<file path="src/rtl/uart_echo_fifo.sv">
// uart_echo_fifo
// Receives characters from a UART receiver (one per rising edge of RX_STATUS),
// applies a MODE-selected transform at enqueue time, buffers them in a small
// circular FIFO and re-issues them to a UART transmitter as one-cycle TX_EN
// strobes whenever the transmitter reports idle.
//
// Optional feature: define UART_ECHO_OVF_CNT_EN to add the OVF_CNT output, an
// 8-bit saturating count of dropped characters.  Without the macro the port
// and its counter are absent and everything else behaves identically.
module uart_echo_fifo #(
    parameter int DATA_W = 8,
    parameter int DEPTH  = 4
) (
    input  logic                     sysclk,
    input  logic                     reset_n,
    input  logic                     RX_STATUS,
    input  logic [DATA_W-1:0]        RX_DATA,
    input  logic                     TX_STATUS,
    input  logic [1:0]               MODE,
    input  logic                     CLR_OVF,
    output logic [DATA_W-1:0]        TX_DATA,
    output logic                     TX_EN,
    output logic [$clog2(DEPTH):0]   FIFO_COUNT,
    output logic                     OVERFLOW
`ifdef UART_ECHO_OVF_CNT_EN
    ,
    output logic [7:0]               OVF_CNT
`endif
);

    // Pointer width; DEPTH is a power of two so pointers wrap naturally.
    localparam int AW = (DEPTH > 1) ? $clog2(DEPTH) : 1;
    // Occupancy width; one extra bit so that "full" (== DEPTH) is representable.
    localparam int CW = $clog2(DEPTH) + 1;
    localparam logic [CW-1:0] FULL_COUNT = CW'(DEPTH);

    // ------------------------------------------------------------------
    // State
    // ------------------------------------------------------------------
    logic                 rx_q_reg;
    logic [AW-1:0]        wr_ptr_reg;
    logic [AW-1:0]        wr_ptr_next;
    logic [AW-1:0]        rd_ptr_reg;
    logic [AW-1:0]        rd_ptr_next;
    logic [CW-1:0]        count_reg;
    logic [CW-1:0]        count_next;
    logic [DATA_W-1:0]    tx_data_reg;
    logic [DATA_W-1:0]    tx_data_next;
    logic                 tx_en_reg;
    logic                 tx_en_next;
    logic                 overflow_reg;
    logic                 overflow_next;

    // Character storage; no reset needed since occupancy gates every read.
    logic [DATA_W-1:0]    mem [DEPTH];

    // ------------------------------------------------------------------
    // Control decode
    // ------------------------------------------------------------------
    logic                 push;
    logic                 pop;
    logic                 full;
    logic                 empty;
    logic                 wr_en;
    logic                 drop;

    // A new character is announced by a rising edge of the receiver's valid level.
    assign push  = RX_STATUS & ~rx_q_reg;
    assign full  = (count_reg == FULL_COUNT);
    assign empty = (count_reg == '0);
    // Never pop while the previous strobe is still high: guarantees a two-cycle
    // minimum spacing between TX_EN pulses.
    assign pop   = ~empty & TX_STATUS & ~tx_en_reg;
    // When full, a write is only safe if the head leaves in the same cycle.
    assign wr_en = push & (~full | pop);
    assign drop  = push & full & ~pop;

    // ------------------------------------------------------------------
    // Character transform, applied at enqueue time so later MODE changes do
    // not affect characters already queued.
    // ------------------------------------------------------------------
    logic [DATA_W-1:0]    rx_rev;
    logic [DATA_W-1:0]    xform_data;

    genvar gi;
    generate
        for (gi = 0; gi < DATA_W; gi++) begin : g_rev
            assign rx_rev[gi] = RX_DATA[DATA_W-1-gi];
        end
    endgenerate

    // Select the stored character according to MODE.
    always_comb begin
        xform_data = RX_DATA;
        case (MODE)
            2'd0:    xform_data = RX_DATA;
            2'd1:    xform_data = RX_DATA[DATA_W-1] ? ~RX_DATA : RX_DATA;
            2'd2:    xform_data = ~RX_DATA;
            2'd3:    xform_data = rx_rev;
            default: xform_data = RX_DATA;
        endcase
    end

    // ------------------------------------------------------------------
    // Next-state logic
    // ------------------------------------------------------------------

    // Pointer, occupancy and transmit-register updates.
    always_comb begin
        wr_ptr_next  = wr_ptr_reg;
        rd_ptr_next  = rd_ptr_reg;
        count_next   = count_reg;
        tx_data_next = tx_data_reg;
        tx_en_next   = 1'b0;

        if (wr_en) begin
            wr_ptr_next = wr_ptr_reg + AW'(1);
        end

        if (pop) begin
            rd_ptr_next  = rd_ptr_reg + AW'(1);
            tx_data_next = mem[rd_ptr_reg];
            tx_en_next   = 1'b1;
        end

        case ({wr_en, pop})
            2'b10:   count_next = count_reg + CW'(1);
            2'b01:   count_next = count_reg - CW'(1);
            default: count_next = count_reg;
        endcase
    end

    // Sticky overflow: a drop sets it and wins over a simultaneous clear.
    always_comb begin
        overflow_next = overflow_reg;
        if (drop) begin
            overflow_next = 1'b1;
        end else if (CLR_OVF) begin
            overflow_next = 1'b0;
        end
    end

    // ------------------------------------------------------------------
    // Registers
    // ------------------------------------------------------------------

    // Control and output registers with asynchronous active-low reset.
    always_ff @(posedge sysclk or negedge reset_n) begin
        if (!reset_n) begin
            rx_q_reg     <= 1'b0;
            wr_ptr_reg   <= '0;
            rd_ptr_reg   <= '0;
            count_reg    <= '0;
            tx_data_reg  <= '0;
            tx_en_reg    <= 1'b0;
            overflow_reg <= 1'b0;
        end else begin
            rx_q_reg     <= RX_STATUS;
            wr_ptr_reg   <= wr_ptr_next;
            rd_ptr_reg   <= rd_ptr_next;
            count_reg    <= count_next;
            tx_data_reg  <= tx_data_next;
            tx_en_reg    <= tx_en_next;
            overflow_reg <= overflow_next;
        end
    end

    // FIFO storage write; when full with a coincident pop the write lands in
    // the slot being read this same edge, which sees the old contents.
    always_ff @(posedge sysclk) begin
        if (wr_en) begin
            mem[wr_ptr_reg] <= xform_data;
        end
    end

`ifdef UART_ECHO_OVF_CNT_EN
    logic [7:0] ovf_cnt_reg;
    logic [7:0] ovf_cnt_next;

    // Saturating drop counter; an increment coinciding with a clear restarts at 1.
    always_comb begin
        ovf_cnt_next = ovf_cnt_reg;
        if (drop) begin
            if (CLR_OVF) begin
                ovf_cnt_next = 8'd1;
            end else if (ovf_cnt_reg != 8'hFF) begin
                ovf_cnt_next = ovf_cnt_reg + 8'd1;
            end
        end else if (CLR_OVF) begin
            ovf_cnt_next = 8'd0;
        end
    end

    // Drop counter register.
    always_ff @(posedge sysclk or negedge reset_n) begin
        if (!reset_n) begin
            ovf_cnt_reg <= 8'd0;
        end else begin
            ovf_cnt_reg <= ovf_cnt_next;
        end
    end

    assign OVF_CNT = ovf_cnt_reg;
`endif

    // ------------------------------------------------------------------
    // Outputs
    // ------------------------------------------------------------------
    assign TX_DATA    = tx_data_reg;
    assign TX_EN      = tx_en_reg;
    assign FIFO_COUNT = count_reg;
    assign OVERFLOW   = overflow_reg;

endmodule

</file>
<file path="config.mk">
export PLATFORM = sky130hd
export DESIGN_NAME = uart_echo_fifo
export DESIGN_NICKNAME = d
export VERILOG_FILES = /design/src/rtl/uart_echo_fifo.sv
export SDC_FILE = /design/constraint.sdc
export NUM_CORES = 1
export LEC_CHECK = 0
export CORE_ASPECT_RATIO = 1.5
export CORE_MARGIN = 2
export CORE_UTILIZATION = 49
export DETAILED_ROUTE_END_ITERATION = 7
export MAX_ROUTING_LAYER = met4
export PLACE_DENSITY_LB_ADDON = 0.08
export SLEW_MARGIN = 10
export SYNTH_ARGS = -nofsm -noshare
export SYNTH_HDL_FRONTEND = slang
export SYNTH_SLANG_ARGS = --single-unit
</file>
<file path="constraint.sdc">
create_clock -name sysclk -period 2.46 [get_ports sysclk]
set_clock_uncertainty 0.05 [all_clocks]
set_input_delay 0.369 -clock sysclk [delete_from_list [all_inputs] [get_ports sysclk]]
set_output_delay 0.369 -clock sysclk [all_outputs]
set_load 0.02 [all_outputs]
</file>
==> out/results.md <==
| Parameter | This run |
| --- | --- |
| Result of the run | complete, no violations |
| Library cell with the largest summed area after synthesis | edfxtp_1 |
| Max FFs per register | 32 |
| Data required time at the worst endpoint | 2600 ps |
| Setup repair bufs after CTS | 0 |
| Placement Rows | 30 |
| Synth-to-layout area growth | 23.2% |
| Largest family of logic cells by synthesized area | multiplexers |
| DRC errors left | 0 |
| Basic-gate share of the synthesized area counting and, or, nand and nor cells | 0.0808 |
| Number of sinks handled by clock tree synthesis | 50 |
| Average via count per standard cell | 5.64 |
| Switching share of total power | 0.320 |
| Count of final hold-check violations | 0 |
| Combined area of all synthesized cells | 0.00228 sq mm |
| Antenna cell count | 0 |
| Number of distinct library cell variants in the gate-level netlist after synthesis | 34 |
| Share of final-layout standard cells stronger than drive strength 1 | 0.197 |
| Classification of the worst-slack hold path | in -> async |
| Die extent in y | 87.5 um |
| Via count | 1387 |
| Remaining global-route overflow | 0 |
| Root Driver | clkbuf_8 |
| Share of flip-flops with an asynchronous set or reset after synthesis | 0.360 |
| Share of cell area taken by muxes after synthesis | 0.132 |
| Worst setup EP type | register |
| Critical path cell sequence | clkdlybuf4s50_1 > nand2b_1 > nor2_2 > nand2_1 > fa_1 > or3b_1 > a21boi_0 > a221o_1 |
| Min Hold Slack | 340 ps |
| Post-cts sizing count | 0 |
| EDFF count, synth | 32 |
| Largest buffer count on any clock path | 2 |
| Initial core utilization | 0.506 |
| Synth warnings | 0 |
| Unrepaired setup endpoints after global routing | false |
| Post-synth top flop | edfxtp_1 |
| Reg with most FFs | mem |
| Minimum clock period | 2240 ps |
| Filler cell count | 358 |
| Relative contribution of combinational cells to total power | 0.369 |
| Number of instances in the synthesized netlist | 159 |
| Number of buffers inserted for hold repair after clock tree synthesis | 0 |
| Top cells by instance count after synthesis | edfxtp_1, dfrtp_1, nand2_1 |
| Kind of start point of the critical path | input port |
| WL/cell | 15.9 um |
| Total die area | 0.00522 sq mm |
| Worst skew pair latency | 300 ps |
| Setup slack at placement | -97.2 ps |
| H-Tree Depth | 2 |
| Post-synthesis share of cell area spent on full adders, half adders and majority gates | 0.0308 |
| Post-synthesis compound-gate area fraction | 0.0615 |
| LEAKAGE | 1.05 nW |
| Post-synthesis share of cell area spent on xor and xnor gates | 0.0423 |
| Cell types occupying the most area after synthesis | edfxtp_1, dfrtp_1, mux4_2 |
| Leading cell type by number of instances after synthesis | edfxtp_1 |
| Total setup violations reported at the end of the flow | 0 |
| Count of TritonRoute iterations in the first routing pass | 4 |
| Headroom to the max-slew limit | 0.617 |
| Net count after synthesis | 179 |
| Int Power | 0.00196 W |
| Cell type group with the largest total delay on the critical path | simple AND/OR/NAND/NOR gates |
| Routability congestion estimate from global placement | 0.713 |
| All-layer global routing usage | 0.181 |
| Area of the core region | 0.00450 sq mm |
| Number of design-rule violations left by the first detailed-router iteration | 84 |
| Setup_tns | 0 ps |
| Overall routed net length | 3.92 mm |
| Buf/Inv on CP | 1 |
| Antenna violations before repair | 0 |
| Arrival time at the worst endpoint | 2380 ps |
| Maximum clock rate | 447 MHz |
| Final Cycle Share | 0.910 |
| Fraction of post-synthesis cell area in the top cell type by area | 0.422 |
| Worst Max-Slew Pin Slew | 574 ps |
| Number of nets still failing antenna checks after routing | 0 |
| Wire length of the first global-routing pass | 6.62 mm |
| Top-Level Pins | 28 |
| Switching power summed over all nets | 0.000924 W |
| Power Dens Cells | 1030 mW/mm^2 |
| CTS Buf Count | 5 |
| Number of global-route vias before repair | 1458 |
| Post-route core utilization | 0.623 |
| Number of nets in the final layout | 217 |
| Max-slew violation total from the final report | 0 |
| Critical path start-end classification | in -> reg |
| Sequential fraction of the synthesis area | 0.620 |
| Flop pwr share | 0.447 |
| Die width | 59.7 um |
| TritonCTS clock tree | yes |
| Clk slew on worst S/H paths | 90 ps |
| Top fanout value on the critical path | 3 |
| Cell at the slowest stage of the critical path | clkdlybuf4s50_1 |
| Mean cell area of the mapped netlist | 14.3 sq um |
| Portion of total power attributed to the clock network | 0.183 |
| Worst path max stage delay | 500 ps |
| Pin count of the biggest net entering global routing | 19 |
| Final Worst Setup Slack | 221 ps |
| Number of I/O port buffers | 27 |
| Yosys reg bits | 50 |
| Post-detailed-placement half-perimeter wirelength | 3.01 mm |
| Max cap viols | 0 |
| Highest ir drop seen on vdd | 0.379 mV |
[metrics by stage]
stage	std cells	area [sq um]	total power, W
global route	246	2810	0.00307
floorplan	159	2280	0.00195
CTS	246	2810	0.00293
global placement	238	2700	0.00235
finish	246	2810	0.00289
detailed placement	238	2700	0.00239
[path summary, 6_finish.rpt]
path / startpoint / to / slack (ps) / cells past startpoint
max: TX_STATUS / FIFO_COUNT[2]$_DFFE_PN0P_ / 220 / 8
min: reset_n / OVERFLOW$_DFFE_PN0P_ / 340 / 2
max reg2reg: TX_EN$_DFF_PN0_ / FIFO_COUNT[2]$_DFFE_PN0P_ / 290 / 7
min reg2reg: TX_DATA[5]$_DFFE_PN0N_ / TX_DATA[5]$_DFFE_PN0N_ / 470 / 1
max in group asynchronous: reset_n / TX_EN$_DFF_PN0_ / 1800 / 2
min in group sysclk: TX_DATA[5]$_DFFE_PN0N_ / TX_DATA[5]$_DFFE_PN0N_ / 470 / 1
[placed cells by master, fill, tap and decap left out, types with 2 or more instances in the layout]
master           instances
mux2i_1                  3
ha_1                     4
xnor2_1                  6
nand3_1                  2
edfxtp_1                32
clkbuf_8                 5
and2_1                   4
nand2b_1                 3
mux4_2                   8
buf_12                   4
dfrtp_1                 17
nor2_1                   2
nand3b_1                 2
o21ai_0                 13
nand2_1                 16
o211ai_1                 3
clkdlybuf4s50_1         27
buf_4                    7
a21oi_1                  3
xor2_1                   5
mux2_2                   8
inv_1                    8
[layer usage]
layer,track usage,wire [um]
met2,0.333,2260
met5,-,0
met4,0.0727,65
met1,0.179,1480
met3,0.0357,119
[power groups by stage]
stage                     sequential (W)  clock [W]  combinational (W)
after floorplan                  0.00134          0           0.000612
after global routing             0.00133   0.000568            0.00117
after global placement           0.00130          0            0.00105
final                            0.00129   0.000530            0.00107
after detailed placement         0.00132          0            0.00108
after CTS                        0.00130   0.000548            0.00108
[layout make-up]
type	instances	area (sq um)	area share
sequential	50	1410	0.503
multi-input combinational	94	793	0.283
timing repair buffer	38	403	0.144
clock buffer	6	93.8	0.0334
tap	48	60.1	0.0214
inverter	8	30.0	0.0107
clock inverter	2	13.8	0.00490
[worst reg2reg max path, stage by stage (launching register included)]
cell and delay [ps]:
dfrtp_2 420, nand2b_1 180, nor2_2 130, nand2_1 70
fa_1 370, or3b_1 400, a21boi_0 140, a221o_1 290
[cells by family (layout without fill, tap and decap cells)]
family	count (synthesis)	count (layout)
AOI/OAI and AO/OA	24	24
muxes	19	19
DFF	50	50
adders and majority gates	5	5
buffers and inverters	15	54
xor gates and xnor gates	11	11
and+or+nand+nor	35	35
(Power assumes the default switching activity.)
